`src/rtl/bus_pkg.sv`:
```
// Shared types for the 8085-style bus responder.
// State encoding, status codes and the I/O window decode helper.
package bus_pkg;

  typedef enum logic [2:0] {
    IDLE,
    ADDR,
    WAIT,
    RD,
    WR,
    DONE
  } state_t;

  typedef enum logic [1:0] {
    ST_HALT  = 2'b00,
    ST_WRITE = 2'b01,
    ST_READ  = 2'b10,
    ST_FETCH = 2'b11
  } status_t;

  localparam int NPORTS = 4;

  // Offset compare wraps modulo 256, so a window near 8'hFF still works.
  function automatic logic io_hit(
    input logic [7:0] a,
    input logic [7:0] base
  );
    logic [7:0] off;
    off = a - base;
    return off < 8'(NPORTS);
  endfunction

endpackage

```
`src/rtl/bus_responder_mem.sv`:
```
// Byte array with synchronous write and registered read.
// Contents are deliberately left unreset.
module bus_responder_mem #(
  parameter int AW = 8
) (
  input  logic          clk,
  input  logic          we,
  input  logic [AW-1:0] waddr,
  input  logic [7:0]    wdata,
  input  logic [AW-1:0] raddr,
  output logic [7:0]    rdata
);

  logic [7:0] mem [2**AW];

  always_ff @(posedge clk) begin
    if (we)
      mem[waddr] <= wdata;
    rdata <= mem[raddr];
  end

endmodule

```
`src/rtl/bus_responder.sv`:
```
// Target-side responder for the multiplexed 8085-style bus:
// memory and I/O windows with programmable READY wait states.
module bus_responder
  import bus_pkg::*;
#(
  parameter int          MEM_AW      = 8,
  parameter logic [7:0]  MEM_BASE_HI = 8'h20,
  parameter logic [7:0]  IO_BASE     = 8'hF0,
  parameter int          WAIT_STATES = 1
) (
  input  logic        phi1,
  input  logic        resetn,
  input  logic        ALE,
  input  logic [7:0]  AD_in,
  input  logic [7:0]  A_hi,
  input  logic        IOMn,
  input  logic        S0,
  input  logic        S1,
  input  logic        RDn,
  input  logic        WRn,
  output logic [7:0]  AD_out,
  output logic        AD_oe,
  output logic        READY,
  output logic [31:0] io_regs,
  output logic        bus_err
);

  state_t            st;
  logic [15:0]       addr_q;
  logic              iom_q;
  status_t           stat_q;
  logic [2:0]        cnt;
  logic              rd_q;
  logic [7:0]        wdata;
  logic [7:0]        rdata;
  logic [MEM_AW-1:0] idx;
  logic [MEM_AW-1:0] ridx;
  logic [1:0]        port;
  logic [7:0]        io_byte;
  logic [7:0]        rd_byte;
  logic              mem_sel;
  logic              io_sel;
  logic              sel;
  logic              both;
  logic              commit;
  logic              mem_we;
  logic              unused_ok;

  assign idx     = addr_q[MEM_AW-1:0];
  assign port    = addr_q[1:0];
  assign mem_sel = ~iom_q & (addr_q[15:8] == MEM_BASE_HI);
  assign io_sel  = iom_q & io_hit(addr_q[7:0], IO_BASE);
  assign sel     = mem_sel | io_sel;
  assign both    = ~RDn & ~WRn;
  assign io_byte = io_regs[{port, 3'b000} +: 8];
  assign rd_byte = io_sel ? io_byte : rdata;
  assign commit  = (st == WR) & WRn & ~ALE;
  assign mem_we  = commit & mem_sel & resetn;
  assign unused_ok = ^stat_q;

  // Read the incoming address on the ALE edge so data is ready
  // even when the strobe is sampled on the very next edge.
  assign ridx = ALE ? AD_in[MEM_AW-1:0] : idx;

  bus_responder_mem #(
    .AW(MEM_AW)
  ) u_mem (
    .clk  (phi1),
    .we   (mem_we),
    .waddr(idx),
    .wdata(wdata),
    .raddr(ridx),
    .rdata(rdata)
  );

  always_ff @(posedge phi1 or negedge resetn) begin
    if (!resetn) begin
      st      <= IDLE;
      addr_q  <= '0;
      iom_q   <= 1'b0;
      stat_q  <= ST_HALT;
      cnt     <= '0;
      rd_q    <= 1'b0;
      wdata   <= '0;
      AD_out  <= '0;
      AD_oe   <= 1'b0;
      READY   <= 1'b1;
      io_regs <= '0;
      bus_err <= 1'b0;
    end else begin
      if (both)
        bus_err <= 1'b1;
      if (ALE) begin
        addr_q <= {A_hi, AD_in};
        iom_q  <= IOMn;
        stat_q <= status_t'({S1, S0});
        st     <= ADDR;
        cnt    <= '0;
        AD_oe  <= 1'b0;
        READY  <= 1'b1;
      end else if (both) begin
        st    <= DONE;
        AD_oe <= 1'b0;
        READY <= 1'b1;
      end else begin
        if (!WRn)
          wdata <= AD_in;
        unique case (st)
          IDLE: begin
            if (!RDn || !WRn)
              bus_err <= 1'b1;
          end
          ADDR: begin
            if (!RDn || !WRn) begin
              rd_q <= ~RDn;
              cnt  <= 3'(WAIT_STATES);
              if (!sel) begin
                st <= DONE;
              end else if (WAIT_STATES == 0) begin
                st <= RDn ? WR : RD;
                if (!RDn) begin
                  AD_oe  <= 1'b1;
                  AD_out <= rd_byte;
                end
              end else begin
                READY <= 1'b0;
                st    <= WAIT;
              end
            end
          end
          WAIT: begin
            if (cnt <= 3'd1) begin
              READY <= 1'b1;
              st    <= rd_q ? RD : WR;
              if (rd_q) begin
                AD_oe  <= 1'b1;
                AD_out <= rd_byte;
              end
            end else begin
              cnt <= cnt - 3'd1;
            end
          end
          RD: begin
            if (RDn) begin
              AD_oe <= 1'b0;
              st    <= DONE;
            end
          end
          WR: begin
            if (WRn) begin
              if (io_sel)
                io_regs[{port, 3'b000} +: 8] <= wdata;
              st <= DONE;
            end
          end
          DONE: begin
            if (RDn && WRn)
              st <= IDLE;
          end
          default: st <= IDLE;
        endcase
      end
    end
  end

endmodule

```
`config.mk`:
```
export PLATFORM = sky130hd
export DESIGN_NAME = bus_responder
export DESIGN_NICKNAME = d
export VERILOG_FILES = /design/src/rtl/bus_pkg.sv /design/src/rtl/bus_responder_mem.sv /design/src/rtl/bus_responder.sv
export SDC_FILE = /design/constraint.sdc
export NUM_CORES = 2
export LEC_CHECK = 0
export BUFFER_PORTS_ARGS = -buffer_cell sky130_fd_sc_hd__buf_2
export CORE_MARGIN = 2
export CORE_UTILIZATION = 30
export DETAILED_ROUTE_END_ITERATION = 8
export GPL_ROUTABILITY_DRIVEN = 0
export HOLD_SLACK_MARGIN = 0.03
export PLACE_DENSITY_LB_ADDON = 0.15
export SYNTH_ARGS = -nofsm -noshare
export SYNTH_HDL_FRONTEND = slang
export SYNTH_SLANG_ARGS = --single-unit
```
`constraint.sdc`:
```
create_clock -name phi1 -period 4.69 [get_ports phi1]
set_input_delay 0 -clock phi1 [delete_from_list [all_inputs] [get_ports phi1]]
set_output_delay 0 -clock phi1 [all_outputs]
set_load 0.02 [all_outputs]
```
* Yosys cells after proc, flatten, opt, wreduce, memory -nomap -nowiden
Memory sizes are Yosys's and may differ from the RTL's. A register that Yosys moved wholly into a read port is not among the register bits.
Cells that the tools add are included.
** Storage, ports and cells
- Register bits after elaboration :: 75
- Memory bits (writable) :: 2048
- Output and inout bits :: 43
- Logic and storage cells :: 103
- Memories kept :: 1
** Operators by class
- $add $sub $neg :: 3
- Magnitude comparators :: 2
- Equal/unequal tests :: 17
- Shift operators :: 3
- Muxes and demuxes :: 37
- Bitwise operators :: 13
- Reductions and logical operators :: 16
** Memory list
- u_mem.mem :: words 256, width 8, read ports 1, clocked after memory_dff 1, write ports 1, line bus_responder_mem.sv:14 : logic [7:0] mem [2**AW];
** Operators with widths (count)
- $mux 3 :: 13
- $bwmux 32 :: 1
- $shift 8x7->32 const A :: 1
- $shiftx 32x6->8 :: 1
- $shiftx 8x7->32 :: 1
- $ne 4x4->1 const B :: 7
- $pmux 3 s6 :: 1
- $mux 1 :: 17
- $mux 8 :: 2
- $reduce_and 4->1 :: 4
- $reduce_and 5->1 :: 2
- $ne 3x3->1 const B :: 3
- $eq 8x6->1 const B :: 1
- $lt 8x3->1 const B :: 1
- $reduce_bool 4->1 :: 2
- $sub 8x8->8 const B :: 1
- $and 1x1->1 :: 7
- $neg 5->7 :: 1
- $eq 3x2->1 const B :: 2
- $eq 3x3->1 const B :: 2
- $pmux 3 s2 :: 1
- $reduce_and 6->1 :: 1
- $not 1->1 :: 5
- $pmux 1 s2 :: 2
- other kinds (11) :: 12

* Logic depth before layout (Yosys ltp)
- Depth after elaboration :: 9
- Gate-level depth with buffers :: 15

* By module
From an unflattened synthesis, not the netlist that was laid out.
** Second synthesis, totals
- Cells, all modules :: 4085
- Area, all modules :: 83217.3 um2
** Modules (own cells, without submodules)
- bus_responder_mem :: times used 1, cells an instance 3733, area an instance 79556.3 um2, sequential area each 61659.1 um2
- bus_responder :: times used 1, cells an instance 352, area an instance 3661.0 um2, sequential area each 1878.1 um2

* Worst setup path after synthesis
Ideal clock, no wire load.
- Path kind :: reg2reg
- Start :: register wdata[0]
- End :: memory u_mem.mem[0][0], data pin
- Setup time :: 0.815 ns
- Arrival :: 3.237 ns
- Required time :: 3.875 ns
- Slack :: 0.638 ns
- Stages on the path, launching flop included :: 1
- Clock period less this slack :: 4.052 ns
- Cell sequence :: dfrtp_1
** RTL lines
- from (decl) :: line bus_responder.sv:34 : logic [7:0] wdata;
- from (signal assigned) :: line bus_responder.sv:107 : wdata <= AD_in;
- to (decl) :: line bus_responder_mem.sv:14
Straight into the memory's write port.

* Final worst setup path
- Start :: register addr_q[0]
- End :: register u_mem.rdata[3], read port of u_mem.mem
** On the way
- Longest elaborated chain between the ends :: 1
** Ends and longest elaborated chain
- from (decl) :: line bus_responder.sv:29 : logic [15:0] addr_q;
- from (signal assigned) :: line bus_responder.sv:94 : addr_q <= {A_hi, AD_in};
- $mux 8 :: line bus_responder.sv:63 : assign ridx = ALE ? AD_in[MEM_AW-1:0] : idx;
- to (decl) :: line bus_responder_mem.sv:11 : output logic [7:0] rdata
Every way passes these cells.
A chain may end at the register's enable or synchronous reset.

==> run_results.csv <==
group,metric,value,unit
run_status,status,"completed",
placement,place_area,92400,sq um
setup_path,timing.rr.start,"addr_q[0]",
flow_run,maxCapViolCount,0,
logic_synthesis,synthesis.area,84500,sq um
sta,post-route-period-util,0.937,
floorplan,initial_utilization,0.302,
power,ir_drop,0.320,mV
floorplan,core,280000,sq um
logic_synthesis,syn-num-nets,5503,
final_layout,area.sequential,63600,sq um
logic_synthesis,synth-seq-area-share,0.752,
logic_synthesis,synthCells,5472,
final_layout,fillCellCount,26700,
sta,setup_viol,0,
logic_synthesis,synth_top_family_by_area,"multiplexers",
setup_path,crit_path_max_incr_delay,0.99,ns
logic_synthesis,synthFlopType,"edfxtp_1",
floorplan,io-pin-count,67,
power,p_seq_frac,0.488,
clock_network,cts.clk_slew.worst_paths,0.06,ns
logic_synthesis,ys_seq_elements,2131,
floorplan,num_rows,194,
global_route,antenna_found_initial,31,
power,p_clk_frac,0.400,
power,combPwrFrac,0.112,
drt,ant_nets,0,
logic_synthesis,synth_top_area_cell,"edfxtp_1",
final_layout,design_area,100000,sq um
power,p_leak,33.7,nW
floorplan,dieHeight,535,um
drt,vias,50800,
placement,post-dp-hpwl,172000,um
setup_path,crit_chain,"mux2i_4, inv_16, buf_12, mux4_2, a2111oi_0, nor3_1, nor4_2, buf_4, a221oi_1",
clock_network,numCtsBuffers,233,
drt,wirelength,282000,um
logic_synthesis,synth_mux_area_frac,0.0860,
logic_synthesis,yosys-top-cells-count,"2048 x edfxtp_1, 893 x nand2_1, 423 x mux2i_1",
setup_path,required,5.43,ns
sta,relSlewSlack,0.174,
final_layout,fin_nets,5999,
drt,first_pass_iters,6,
setup_path,critPathLaunch,"addr_q[0]",
placement,post-place-ws,-0.00428,ns
drt,drc,0,
setup_path,critPathKind,"flip-flop to flip-flop",
setup_path,path_buf_inv,3,
setup_path,cp.arrival,5.14,ns
setup_path,critical_path.top_delay_family,"compound AO/OA/AOI/OAI gates",
final_layout,post-route-util,0.359,
global_route,grt_pass1_vias,49900,
logic_synthesis,synth-simple-area-share,0.0817,
sta,setup_slack,0.295,ns
drt,drt_iter0_drc,5124,
setup_path,end_kind,"flip-flop",
clock_network,insertion_delay,0.90,ns
global_route,grt_max_degree,154,
setup_path,crit_fanout,70,
global_route,track_usage,0.194,
power,swShare,0.257,
clock_network,cts_tree,"done",
setup_path,slowest_stage,"a2111oi_0",
sta,max_clock_freq,0.228,GHz
sta,rsz0062_at_grt,"no",
drt,vias_per_cell,5.14,
logic_synthesis,synth_async_sr_flop_share,0.0352,
floorplan,dieArea,286000,sq um
final_layout,syn_to_final_growth,18.8,%
placement,io_buffers,64,
setup_path,critPathLaunchType,"flip-flop",
drt,wl_per_cell,28.6,um
global_route,grt_overflow,0,
logic_synthesis,synth_cell_types,72,
final_layout,multi_input_area,19500,sq um
power,p_per_area,452,nW/um^2
logic_synthesis,synth.avg_cell_area,15.4,sq um
min_path,hp-start,"WRn",
clock_network,cts_root_buf,"clkbuf_16",
sta,finClkSkew,0.0760,ns
logic_synthesis,synth.most_common_cell,"edfxtp_1",
final_layout,drive_gt1_frac,0.173,
global_route,grt_pass1_wl,396000,um
sta,final_max_slew_viol_count,0,
min_path,hp-class,"input pin to flip-flop",
power,p_int,0.0337,W
floorplan,dieWidth,535,um
sta,tightest_slew,1.24,ns
clock_network,clock-sinks,2131,
logic_synthesis,synth_edf_count,2048,
power,switchingPower,0.0117,W
clock_network,cts_max_path_buffers,4,
logic_synthesis,synth_top_area_share,0.728,
logic_synthesis,synthTopCellsByArea,"edfxtp_1 73%, mux2i_1 5.0%, nand2_1 4.0%",
sta,hold_viol,0,
logic_synthesis,ys_warn_count,0,
logic_synthesis,synth-xor-area-share,0,
logic_synthesis,synth_compound_area_frac,0.0587,
sta,period_minus_slack,4.40,ns
logic_synthesis,synthAdderAreaFrac,0.00104,
clock_network,htree_levels,4,
## cell type report
type                            instances  area share
Timing Repair Buffer                  616      0.0517
Multi-Input combinational cell       2971       0.194
Inverter                               15    0.000898
Antenna cell                            3   0.0000748
Clock inverter                        115      0.0123
Tap cell                             3724      0.0464
Sequential cell                      2131       0.634
Clock buffer                          297      0.0611
## worst reg2reg max path, stage by stage, from the launching register on
cell,delay (ns)
dfrtp_1,0.40
mux2i_4,0.50
inv_16,0.35
buf_12,0.36
mux4_2,0.46
a2111oi_0,0.99
nor3_1,0.15
nor4_2,0.74
buf_4,0.25
a221oi_1,0.05
## routing by layer
metal / global-route usage / routed length [um]
met1: 0.279 / 128000
met2: 0.305 / 130000
met3: 0.0278 / 16800
met4: 0.0520 / 7680
met5: 0 / 7
## worst paths after layout
kind,cells after the start,end,slack (ns)
hold reg to reg,1,bus_err,0.47
min in group asynchronous,4,io_regs[11],0.47
setup / recovery,9,u_mem.rdata[3],0.29
setup reg to reg,9,u_mem.rdata[3],0.29
max in group asynchronous,4,cnt[1],3.22
hold / removal,5,bus_err,0.11
## through the flow
stage	hold slack, ns	instances	total power, W	TNS (ns)
6_report	0.107	9872	0.0454	0
5_1_grt	0.124	9871	0.0468	0
4_1_cts	0.0360	9869	0.0458	0
3_5_place_dp	-0.0990	9403	0.0276	-0.00428
3_3_place_gp	-0.0937	9401	0.0276	0
2_1_floorplan	-0.296	5472	0.0251	0
## registers in the layout (all words and copies together) (netlist names), 3 cells and up
signal,cells
addr_q,16
wdata,8
st,3
u_mem.rdata,8
u_mem.mem,2048
io_regs,32
cnt,3
AD_out,8
## cells by family after synthesis
group | after synthesis
fa+ha+maj | 7
compound gates | 749
buf+inv | 370
flops | 2131
simple gates | 1648
mux | 567
## power by group through the flow
stage          registers, W  logic [W]  clock network, W
5_1_grt              0.0222    0.00539            0.0192
4_1_cts              0.0221    0.00516            0.0185
3_3_place_gp         0.0225    0.00506                 0
3_5_place_dp         0.0225    0.00509                 0
2_1_floorplan        0.0230    0.00212                 0
6_report             0.0221    0.00506            0.0182
## timing repair
item	4_1_cts	5_1_grt
resized for setup	0	1
hold buffers	54	0
setup endpoints to repair	0	1
buffers inserted	0	0
hold endpoints to repair	116	0
## placed cells by master (no fill, tap or decap), drive strengths merged, types with 6 or more instances in the layout
cell / Yosys / routed
ha: 7 / 7
o311ai: 9 / 9
dfxtp: 8 / 8
a21oi: 193 / 193
nand3: 288 / 288
nand4: 16 / 16
nor3b: 6 / 6
dfrtp: 74 / 74
mux2: 18 / 18
nor4: 17 / 17
clkinv: 1 / 78
clkinvlp: 0 / 8
a2111oi: 28 / 28
a31oi: 103 / 103
nand2: 893 / 893
edfxtp: 2048 / 2048
o22ai: 65 / 65
o221ai: 153 / 153
a311oi: 19 / 19
or3: 8 / 8
nor2: 302 / 302
dlygate4sd3: 0 / 54
a211oi: 13 / 13
nand2b: 7 / 7
o21ai: 114 / 114
nor2b: 6 / 6
nor3: 69 / 69
inv: 14 / 18
bufinv: 0 / 26
clkbuf: 190 / 297
and3: 19 / 19
buf: 165 / 562
mux4: 124 / 124
mux2i: 425 / 425
(Power assumes the default switching activity.)
